[config.mk]
export PLATFORM = sky130hd
export DESIGN_NAME = reg_bus_arbiter
export DESIGN_NICKNAME = d
export VERILOG_FILES = /design/src/rtl/reg_bus_arbiter_pkg.sv /design/src/rtl/reg_bus_arbiter_rr.sv /design/src/rtl/reg_bus_arbiter.sv
export SDC_FILE = /design/constraint.sdc
export NUM_CORES = 1
export LEC_CHECK = 0
export ABC_AREA = 1
export BUFFER_PORTS_ARGS = -buffer_cell sky130_fd_sc_hd__buf_2
export CORE_ASPECT_RATIO = 0.9
export CORE_MARGIN = 4
export CORE_UTILIZATION = 51
export CTS_CLUSTER_DIAMETER = 30
export DETAILED_ROUTE_END_ITERATION = 8
export PLACE_DENSITY = 0.76
export SYNTH_ARGS = -nofsm -noshare
export SYNTH_HDL_FRONTEND = slang
export SYNTH_SLANG_ARGS = --single-unit
[constraint.sdc]
create_clock -name clk -period 2.2 [get_ports clk]
set_clock_uncertainty 0.1 [all_clocks]
set_input_delay 0.44 -clock clk [delete_from_list [all_inputs] [get_ports clk]]
set_output_delay 0.44 -clock clk [all_outputs]
set_load 0.02 [all_outputs]
[src/rtl/reg_bus_arbiter_pkg.sv]
// Shared definitions for the register-bus arbiter: FSM encoding, bus width and select decode.
// The decode returns a wide one-hot that callers truncate to their register count.
package reg_bus_pkg;

  typedef enum logic [1:0] {
    IDLE  = 2'd0,
    READ  = 2'd1,
    WRITE = 2'd2
  } bus_state_t;

  localparam int BUS_W   = 16;
  localparam int MAX_REG = 256;

  function automatic logic sel_in_range(input int unsigned idx, input int unsigned num_reg);
    return idx < num_reg;
  endfunction

  // Out-of-range selects decode to all-zero so no register is ever enabled.
  function automatic logic [MAX_REG-1:0] sel_decode(input int unsigned idx, input int unsigned num_reg);
    logic [MAX_REG-1:0] oh;
    oh = '0;
    if (sel_in_range(idx, num_reg) && idx < MAX_REG)
      oh = {{(MAX_REG-1){1'b0}}, 1'b1} << idx;
    return oh;
  endfunction

endpackage

[src/rtl/reg_bus_arbiter_rr.sv]
// Combinational round-robin pick: first asserted request scanning upward from ptr, wrapping.
// Zero latency; no flow control of its own, the caller decides when to take the pick.
module rr_arbiter #(
  parameter int NUM_REQ = 4,
  parameter int IDX_W   = (NUM_REQ > 1) ? $clog2(NUM_REQ) : 1
) (
  input  logic [NUM_REQ-1:0] req,
  input  logic [IDX_W-1:0]   ptr,
  output logic [NUM_REQ-1:0] gnt,
  output logic [IDX_W-1:0]   idx,
  output logic               any
);

  logic [IDX_W-1:0] cand;

  // Walk distances from farthest to nearest so the requester closest to ptr is written last.
  always_comb begin
    idx  = '0;
    cand = '0;
    for (int k = NUM_REQ - 1; k >= 0; k--) begin
      cand = IDX_W'((int'(ptr) + k) % NUM_REQ);
      if (req[cand]) idx = cand;
    end
  end

  assign any = |req;
  assign gnt = any ? (NUM_REQ'(1) << idx) : '0;

endmodule

[src/rtl/reg_bus_arbiter.sv]
// Round-robin sequencer for the shared register bus: IDLE -> READ -> WRITE, one move per 3 cycles.
// Grant/read_en one cycle after req is seen, write_en/done one cycle later; requests wait while busy.
module reg_bus_arbiter
  import reg_bus_pkg::*;
#(
  parameter int NUM_REQ = 4,
  parameter int NUM_REG = 8,
  parameter int SEL_W   = 3
) (
  input  logic                     clk,
  input  logic                     rst,
  input  logic [NUM_REQ-1:0]       req,
  input  logic [NUM_REQ*SEL_W-1:0] src_sel,
  input  logic [NUM_REQ*SEL_W-1:0] dst_sel,
  output logic [NUM_REQ-1:0]       grant,
  output logic [NUM_REQ-1:0]       done,
  output logic                     err,
  output logic [NUM_REG-1:0]       read_en,
  output logic [NUM_REG-1:0]       write_en,
  output logic                     busy
);

  localparam int IDX_W = (NUM_REQ > 1) ? $clog2(NUM_REQ) : 1;

  bus_state_t         state;
  logic [IDX_W-1:0]   ptr;
  logic [IDX_W-1:0]   gidx;
  logic [SEL_W-1:0]   dst_q;
  logic               bad_q;

  logic [SEL_W-1:0]   src_arr [NUM_REQ];
  logic [SEL_W-1:0]   dst_arr [NUM_REQ];
  logic [NUM_REQ-1:0] pick_gnt;
  logic [IDX_W-1:0]   pick_idx;
  logic               pick_any;
  logic [SEL_W-1:0]   pick_src;
  logic [SEL_W-1:0]   pick_dst;
  logic               pick_ok;

  for (genvar i = 0; i < NUM_REQ; i++) begin : g_unpack
    assign src_arr[i] = src_sel[i*SEL_W +: SEL_W];
    assign dst_arr[i] = dst_sel[i*SEL_W +: SEL_W];
  end

  rr_arbiter #(
    .NUM_REQ (NUM_REQ),
    .IDX_W   (IDX_W)
  ) u_rr (
    .req (req),
    .ptr (ptr),
    .gnt (pick_gnt),
    .idx (pick_idx),
    .any (pick_any)
  );

  assign pick_src = src_arr[pick_idx];
  assign pick_dst = dst_arr[pick_idx];
  assign pick_ok  = sel_in_range(32'(pick_src), NUM_REG) && sel_in_range(32'(pick_dst), NUM_REG);

  always_ff @(posedge clk) begin
    if (rst) begin
      state    <= IDLE;
      ptr      <= '0;
      gidx     <= '0;
      dst_q    <= '0;
      bad_q    <= 1'b0;
      grant    <= '0;
      done     <= '0;
      err      <= 1'b0;
      read_en  <= '0;
      write_en <= '0;
      busy     <= 1'b0;
    end else begin
      case (state)
        IDLE: begin
          if (pick_any) begin
            gidx    <= pick_idx;
            dst_q   <= pick_dst;
            bad_q   <= !pick_ok;
            grant   <= pick_gnt;
            busy    <= 1'b1;
            // A bad select on either side suppresses both enables for the whole move.
            read_en <= pick_ok ? NUM_REG'(sel_decode(32'(pick_src), NUM_REG)) : '0;
            state   <= READ;
          end
        end
        READ: begin
          write_en <= bad_q ? '0 : NUM_REG'(sel_decode(32'(dst_q), NUM_REG));
          done     <= grant;
          err      <= bad_q;
          state    <= WRITE;
        end
        WRITE: begin
          grant    <= '0;
          busy     <= 1'b0;
          done     <= '0;
          err      <= 1'b0;
          read_en  <= '0;
          write_en <= '0;
          ptr      <= (gidx == IDX_W'(NUM_REQ - 1)) ? '0 : gidx + 1'b1;
          state    <= IDLE;
        end
        default: state <= IDLE;
      endcase
    end
  end

endmodule

==> flow_summary.json <==
{
  "ant_nets": 0,
  "final_util_pct": 66.7,
  "final_common_cell": "nand2_1",
  "syn_inst": 296,
  "synthAdderAreaFrac_pct": 3.25,
  "grt_max_degree": 21,
  "place_hpwl_microns": 3550,
  "die_w_microns": 72.8,
  "cp_cell_sequence": "inv_2 > nand2_1 > nand2_1 > nand2_1 > nand3_2 > nand2_1 > nand2_2 > nand2_4 > inv_1 > nor2_1 > nand2_1 > and3_1 > a21oi_1",
  "hold_class": "primary input to register",
  "hold_viol_final": 0,
  "viasPerCell": 5.03,
  "wl_microns": 4630,
  "io_buffer_count": 54,
  "cp-end-kind": "register",
  "synthXorXnorAreaFrac_pct": 0,
  "h-tree-depth": 2,
  "timing.hold.ws_ps": 348,
  "cp-start-kind": "register",
  "drc": 0,
  "multi_input_area_sq_um": 1030,
  "syn_area_per_cell_sq_um": 6.51,
  "cts_setup_buffers": 0,
  "yosys.area_share.simple_pct": 37.2,
  "cts_tree": "done",
  "synth.area.top_cells": "dfxtp_1 (35%), nand2_1 (20%), nand3_1 (8.6%)",
  "required_ps": 2320,
  "yosysUniqueCellTypes": 28,
  "core-area_sq_um": 3500,
  "cts-root-buf": "clkbuf_8",
  "max_slew_margin_pct": 66.2,
  "power_mw": 1.78,
  "postCtsHoldBufs": 0,
  "dp_cells": 391,
  "seq_area_sq_um": 682,
  "outcome": "finished clean",
  "cts_buffers": 5,
  "arrival_ps": 2120,
  "synth.yosys.seq_area_share_pct": 35.3,
  "rows": 20,
  "dr.pass1.iters": 4,
  "clock_latency_ps": 290,
  "cts_resized": 0,
  "final_cell_mix": "nand2_1 (101), buf_2 (54), inv_1 (34), nand3_1 (33), dfxtp_1 (33)",
  "cpPeakStageDelay_ps": 420,
  "tns_ps": 0,
  "syn_area_sq_um": 1930,
  "rsz0062_at_grt": "false",
  "final-setup-viol-count": 0,
  "grt.overflow.total": 0,
  "ys_warn_count": 0,
  "synth_top_area_share_pct": 35.3,
  "maxSlewViolCount": 0,
  "num_antenna_cells": 0,
  "grt_usage_pct": 20.7,
  "holdPathStages": 3,
  "period_share_pct": 90.7,
  "worstPathMaxFanout": 15,
  "synthMuxAreaShare_pct": 0,
  "die_area_sq_um": 4820,
  "wl_per_cell_microns": 11.6,
  "clock_sinks": 34,
  "antenna_found_initial": 0,
  "gp_congestion": 0.902,
  "drtIter0Drc": 179,
  "ys_seq_elements": 34,
  "synth_top_area_cell": "dfxtp_1",
  "cpMaxStageDelayCell": "dfxtp_1",
  "worst-setup-path-type": "register to register",
  "via_count": 2005,
  "max_freq_mhz": 501,
  "r2r_cells": 13,
  "fin_cells": 399,
  "io_pins": 56,
  "syn2layout_area_growth_pct": 21.3,
  "synth_compound_area_share_pct": 12.8,
  "post-route-min-period_ps": 2000,
  "max_slew.worst_pin.slew_ps": 502,
  "maxCapViolCount": 0,
  "cts.path.max_buffers": 2,
  "synth_top_family_by_area": "simple AND/OR/NAND/NOR gates",
  "fin_nets": 389,
  "leakagePower_nw": 1.20,
  "clk_pin_slew_ps": 70,
  "die_h_microns": 66.3,
  "power_density_nw_per_um2": 764,
  "initial_core_util_pct": 55.0,
  "grt_pass1_wl_microns": 7820,
  "final.fill_count": 320,
  "ir_drop_mv": 0.482,
  "syn_nets": 331,
  "cpMostUsedCell": "nand2_1",
  "grt_pass1_vias": 1857,
  "drive_above_1_share_pct": 26.2
}
[cell families after synthesis]
family                     Yosys count
AOI/OAI and AO/OA                   41
adders and majority gates            5
buffers and inverters               49
DFF                                 34
other                                1
and+or+nand+nor                    166
[metal layers]
metal  track usage (%)  part of all wire (%)
met1              25.6                    46
met2              34.2                    46
met3              5.62                   6.3
met4              7.83                   1.5
met5                 0                     0
[report_power, final]
group          switching [mW]  internal, mW  total, mW
sequential             0.0426         0.674      0.716
clock                   0.230         0.251      0.481
combinational           0.380         0.206      0.587
total                   0.653          1.13       1.78
[area by class of cell]
cell class / count / area share, %
clock inverter: 2 / 0.536
timing repair buffer: 61 / 13.8
sequential: 34 / 29.2
tap: 44 / 2.36
inverter: 39 / 6.27
multi-input combinational: 213 / 44.3
clock buffer: 6 / 3.54
[stage by stage]
stage	worst slack, ps	area, sq um
floorplan	366	1930
global placement	126	2230
detailed placement	106	2230
CTS	96.0	2330
global route	16.6	2340
finish	204	2340
[synthesized netlist by cell type]
cell type	count
and3_1	1
nand3b_1	1
nand3_1	33
o211ai_1	2
o21ai_0	6
nor2_1	19
buf_1	1
conb_1	1
buf_2	1
nand2_4	1
a21oi_2	7
nand3_2	2
buf_4	2
a22oi_1	2
o211a_1	1
clkbuf_1	3
nand2_1	101
dfxtp_1	34
nor2_2	3
o21ai_1	1
and2_1	2
ha_1	5
buf_6	3
inv_2	5
inv_1	34
nand2_2	2
a21oi_1	22
nor4_2	1
[state kept, by name (all words and copies together) (netlist names)]
register,count
read_en,8
done,4
ptr,2
state,2
grant,4
gidx,2
busy,1
dst_q,3
write_en,8
[final timing paths]
kind,end,slack [ps],from
setup / recovery,dst_q[1],200,ptr[1]
hold / removal,dst_q[1],350,dst_sel[1]
setup reg to reg,dst_q[1],200,ptr[1]
hold reg to reg,write_en[0],360,write_en[0]
[critical path: cells and delay by family, from the launching register on]
family	cells	cell delay [ps]
simple gates	10	1120
flops	1	420
buf+inv	2	180
compound gates	1	100
Power figures use the tool's default switching activity.
